===== src/rtl/product_accum.sv =====
// Batch accumulator for multiplier products with a small skid FIFO.
// Emits one sum per BATCH products, or a partial sum on flush.
module product_accum #(
   parameter int WIDTH      = 4,
   parameter int BATCH      = 4,
   parameter int FIFO_DEPTH = 2
) (
   input  logic                             clk,
   input  logic                             rst,
   input  logic                             in_valid,
   input  logic [2*WIDTH-1:0]               in_data,
   input  logic                             flush,
   input  logic                             out_ready,
   output logic                             out_valid,
   output logic [2*WIDTH+$clog2(BATCH)-1:0] out_data,
   output logic [$clog2(BATCH):0]           out_cnt,
   output logic                             out_drop
);

   localparam int PW    = 2 * WIDTH;
   localparam int ACC_W = PW + $clog2(BATCH);
   localparam int CNT_W = $clog2(BATCH) + 1;
   localparam int AW    = (FIFO_DEPTH > 1) ? $clog2(FIFO_DEPTH) : 1;
   localparam int FCW   = $clog2(FIFO_DEPTH + 1);

   typedef enum logic {S_ACCUM, S_HOLD} state_t;

   state_t             r_state;
   state_t             w_state_nx;
   logic [ACC_W-1:0]   r_acc;
   logic [CNT_W-1:0]   r_cnt;
   logic [PW-1:0]      r_mem [FIFO_DEPTH];
   logic [AW-1:0]      r_wp;
   logic [AW-1:0]      r_rp;
   logic [FCW-1:0]     r_fcnt;
   logic               r_valid;
   logic [ACC_W-1:0]   r_odata;
   logic [CNT_W-1:0]   r_ocnt;
   logic               r_drop;

   logic               w_ne;
   logic               w_full;
   logic               w_pop;
   logic               w_push;
   logic               w_drop;
   logic               w_emit;
   logic               w_hs;
   logic [PW-1:0]      w_add_val;
   logic               w_add_en;
   logic [CNT_W-1:0]   w_cnt_nx;
   logic [ACC_W-1:0]   w_sum;

   function automatic logic [AW-1:0] f_inc(input logic [AW-1:0] p);
      return (p == AW'(FIFO_DEPTH - 1)) ? '0 : p + AW'(1);
   endfunction

   assign w_ne   = (r_fcnt != '0);
   assign w_full = (r_fcnt == FCW'(FIFO_DEPTH));

   always_comb begin
      w_state_nx = r_state;
      w_pop      = 1'b0;
      w_push     = 1'b0;
      w_drop     = 1'b0;
      w_emit     = 1'b0;
      w_hs       = 1'b0;
      w_add_en   = 1'b0;
      w_add_val  = '0;
      w_cnt_nx   = r_cnt;
      w_sum      = r_acc;
      unique case (r_state)
         S_ACCUM: begin
            // Buffered products always go first to keep arrival order
            if (w_ne) begin
               w_pop     = 1'b1;
               w_add_en  = 1'b1;
               w_add_val = r_mem[r_rp];
               w_push    = in_valid;
            end else if (in_valid) begin
               w_add_en  = 1'b1;
               w_add_val = in_data;
            end
            w_cnt_nx = r_cnt + CNT_W'(w_add_en);
            w_sum    = r_acc + ACC_W'(w_add_val);
            w_emit   = (w_cnt_nx == CNT_W'(BATCH)) ||
                       (flush && (w_cnt_nx != '0));
            if (w_emit) w_state_nx = S_HOLD;
         end
         S_HOLD: begin
            w_hs = out_ready;
            if (in_valid) begin
               if (w_full) w_drop = 1'b1;
               else        w_push = 1'b1;
            end
            if (w_hs) w_state_nx = S_ACCUM;
         end
         default: w_state_nx = S_ACCUM;
      endcase
   end

   always_ff @(posedge clk) begin
      if (rst) r_state <= S_ACCUM;
      else     r_state <= w_state_nx;
   end

   always_ff @(posedge clk) begin
      if (w_push) r_mem[r_wp] <= in_data;
   end

   always_ff @(posedge clk) begin
      if (rst) begin
         r_acc   <= '0;
         r_cnt   <= '0;
         r_wp    <= '0;
         r_rp    <= '0;
         r_fcnt  <= '0;
         r_valid <= 1'b0;
         r_odata <= '0;
         r_ocnt  <= '0;
         r_drop  <= 1'b0;
      end else begin
         if (w_push) r_wp <= f_inc(r_wp);
         if (w_pop)  r_rp <= f_inc(r_rp);
         unique case ({w_push, w_pop})
            2'b10:   r_fcnt <= r_fcnt + FCW'(1);
            2'b01:   r_fcnt <= r_fcnt - FCW'(1);
            default: r_fcnt <= r_fcnt;
         endcase
         if (w_drop) r_drop <= 1'b1;
         if (r_state == S_ACCUM) begin
            if (w_emit) begin
               r_odata <= w_sum;
               r_ocnt  <= w_cnt_nx;
               r_valid <= 1'b1;
               r_acc   <= '0;
               r_cnt   <= '0;
            end else begin
               r_acc <= w_sum;
               r_cnt <= w_cnt_nx;
            end
         end else if (w_hs) begin
            r_valid <= 1'b0;
         end
      end
   end

   assign out_valid = r_valid;
   assign out_data  = r_odata;
   assign out_cnt   = r_ocnt;
   assign out_drop  = r_drop;

endmodule


===== config.mk =====
export PLATFORM = sky130hd
export DESIGN_NAME = product_accum
export DESIGN_NICKNAME = d
export VERILOG_FILES = /design/src/rtl/product_accum.sv
export SDC_FILE = /design/constraint.sdc
export NUM_CORES = 1
export LEC_CHECK = 0
export CAP_MARGIN = 20
export CORE_MARGIN = 5
export CORE_UTILIZATION = 50
export DETAILED_ROUTE_END_ITERATION = 8
export PLACE_DENSITY = 0.74
export SYNTH_ARGS = -nofsm -noshare
export SYNTH_HDL_FRONTEND = slang
export SYNTH_SLANG_ARGS = --single-unit

===== constraint.sdc =====
create_clock -name clk -period 3 [get_ports clk]
set_input_delay 0.45 -clock clk [delete_from_list [all_inputs] [get_ports clk]]
set_output_delay 0.45 -clock clk [all_outputs]
set_load 0.005 [all_outputs]

==> impl_results.md <==
* Outcome: finished, final reports clean
* Cell Area, Synth at 2380 um2
* Mapped Avg Cell Area at 9.39 um2
* FILL cells at 406
* Ant diodes at 0
* CP max FO at 5
* Fin crit period at 2.72 ns
* Yosys reg bits at 50
* GRT Max-Usage Layer: met2
* TritonCTS buffer count at 5
* Slew HR at 56.2%
* Critical Path AT at 2.94 ns
* Hold_buf cts at 0
* TritonCTS clock tree: done
* Post-CTS setup buffer count at 0
* Syn_nets at 279
* Gr usage total at 16.2%
* Vias in the first global route at 1767
* Area after DPL at 2780 um2
* Post-synth EDFFs at 16
* Met1 Track Usage GR at 21.1%
* Sequential area share after synthesis at 48.7%
* First drt pass iteration count at 4
* Final hold vios at 0
* Cell area after layout at 2890 um2
* Worst setup EP type: register
* Max Cap Viol at 0
* Max frequency at 0.368 GHz
* Hold Crit Class: register to register
* Share of layout cells above drive strength 1 at 7.61%
* Crit Path Category: input pin to register
* Area Overhead vs Synth at 21.1%
* Core footprint at 4690 um2
* RSZ-0062 raised after global routing: false
* Final critical-path share of the clock period at 90.6%
* DP HPWL at 3560 um
* Max-slew violation count at 0
* Post-route DRC at 0
* Clock-pin slew on the worst setup and hold paths at 0.08 ns
* Worst-Margin Slew at 0.655 ns
* Async S/R FF share, synth at 0%
* YS warnings at 0
* ANT nets after route at 0
* Die area at 6250 um2
* Final setup fails at 0
* CP Data Required Time at 3.22 ns
* Cells after synthesis at 254
* Worst Setup Start Kind: input pin
* Post_cts resized at 0
* WL final at 4730 um
* Initial antenna violation count at 0
* Site Rows at 25
* GPL Wtd Cong at 0.818
* Max clock buf depth at 2
* Clk_lat worst skew at 0.30 ns
* Fin nets at 313
* Netlist cell types at 39
* First-pass GRT wire length at 8030 um
* Clk_skew at 0.00977 ns
* Clk root buf: clkbuf_8
* Grt ovf at 0
* Worst vdd ir at 0.563 mV
* Global Route met2 Usage at 26.6%
* LEAKAGE at 0.00111 uW
* Initial Util at 50.8%
* Largest net degree at the start of global routing at 19
* Total number of vias at 1903
* Dominant synthesized flop cell: dfxtp_1
* CTS H-tree depth at 2
* PwrDens at 990 nW/um2
* Setup TNS at 0 ns
* Routing usage on met3 at 3.97%
* First DRT Iteration DRCs at 128
* # IOs at 28
* Vert. Die Dim at 79.1 um
* DR WL/cell at 13.8 um
* Chip width at 79.1 um
* CTS sink cnt at 50
* Port Buffers at 27
* Via/cell ratio at 5.55
[cells by family (layout without fill, tap and decap cells)]
logic type      after synthesis  in the layout  share of synthesized area, %
compound gates               66             66                          16.2
flops                        50             50                          48.7
simple gates                 87             87                          17.7
mux                           8              8                          3.36
xor+xnor                     10             10                          3.67
buf+inv                      21             56                          3.78
fa+ha+maj                    12             12                          6.61
[cell usage in the layout, fill, tap and decap left out, types with 2 or more instances in the layout]
| cell type | instances |
|---|---|
| nor2_1 | 21 |
| a21o_1 | 4 |
| nand2_1 | 26 |
| xnor2_1 | 5 |
| clkdlybuf4s50_1 | 27 |
| clkbuf_8 | 5 |
| buf_4 | 13 |
| or3_1 | 3 |
| nand3b_1 | 3 |
| a22oi_1 | 4 |
| o21ai_0 | 16 |
| ha_1 | 11 |
| nor3_1 | 4 |
| or4_1 | 4 |
| and3_1 | 3 |
| dfxtp_1 | 34 |
| a211oi_1 | 3 |
| a21oi_1 | 28 |
| edfxtp_1 | 16 |
| xor2_1 | 5 |
| o211ai_1 | 3 |
| a31oi_1 | 2 |
| inv_1 | 7 |
| nand4b_1 | 2 |
| nand3_1 | 15 |
| mux2i_1 | 8 |
| nand2b_1 | 2 |
[state kept, by name, indices dropped and copies added (netlist names), 2 cells and up, named ones only]
signal and count:
out_cnt 3, out_data 10, r_acc 10, r_cnt 3
r_fcnt 2, r_mem 16
[path summary, 6_finish.rpt]
| kind | startpoint | to | slack (ns) | cells after the start |
|---|---|---|---|---|
| worst max-delay path | in_valid | r_acc[9] | 0.28 | 8 |
| worst min-delay path | out_data[8] | out_data[8] | 0.45 | 2 |
| worst max register to register | r_fcnt[0] | r_acc[8] | 0.36 | 12 |
| worst min register to register | out_data[8] | out_data[8] | 0.45 | 2 |
[synth_stat cells, types with 2 or more instances]
| cell | number | share of area, % |
|---|---|---|
| o211ai_1 | 3 | 0.94 |
| nor3_1 | 4 | 0.84 |
| inv_1 | 7 | 1.1 |
| a21o_1 | 4 | 1.3 |
| a22oi_1 | 4 | 1.3 |
| nand2b_1 | 2 | 0.52 |
| a211oi_1 | 3 | 0.94 |
| xnor2_1 | 5 | 1.8 |
| nand3b_1 | 3 | 0.94 |
| nand3_1 | 15 | 3.1 |
| mux2i_1 | 8 | 3.4 |
| xor2_1 | 5 | 1.8 |
| and3_1 | 3 | 0.79 |
| nor2_1 | 21 | 3.3 |
| buf_2 | 3 | 0.63 |
| clkbuf_1 | 9 | 1.4 |
| ha_1 | 11 | 5.8 |
| or4_1 | 4 | 1.3 |
| nand2_1 | 26 | 4.1 |
| dfxtp_1 | 34 | 29 |
| a31oi_1 | 2 | 0.52 |
| or3_1 | 3 | 0.79 |
| edfxtp_1 | 16 | 20 |
| a21oi_1 | 28 | 5.9 |
| nand4b_1 | 2 | 0.73 |
| o21ai_0 | 16 | 3.4 |
[area by class of cell]
cell class | instances | area (um2) | area share (%)
sequential | 50 | 1160 | 40.2
timing repair buffer | 41 | 388 | 13.4
clock inverter | 2 | 38.8 | 1.34
tap | 54 | 67.6 | 2.34
multi-input combinational | 183 | 1130 | 39.3
inverter | 7 | 26.3 | 0.910
clock buffer | 6 | 72.6 | 2.51
[stage by stage]
step	cells	total power [uW]	utilization (%)	hold WS, ns	worst slack, ns
floorplan	254	1950	-	0.445	0.323
global placement	335	2380	59.2	0.443	0.0723
detailed placement	335	2410	59.2	0.448	0.00743
CTS	343	2890	61.5	0.460	0.274
global route	343	3100	61.5	0.476	0.103
finish	343	2860	61.5	0.455	0.282
[routing by layer]
layer,routed length [um],up-vias,share of wire (%)
li1,-,981,-
met1,2200,878,46
met2,2270,39,48
met3,203,5,4.3
met4,60,0,1.3
met5,0,-,0
[worst max-delay path, cell delays in order]
cell	delay, ns
clkdlybuf4s50_1	0.44
or3_1	0.33
ha_1	0.19
ha_1	0.32
or2_1	0.26
o211a_1	0.29
or4_1	0.47
a31oi_1	0.18
[where the power goes]
| part | switching, uW | internal [uW] |
|---|---|---|
| registers | 110 | 897 |
| logic | 741 | 646 |
| clock network | 214 | 250 |
| total | 1060 | 1790 |
(Power assumes the default switching activity.)
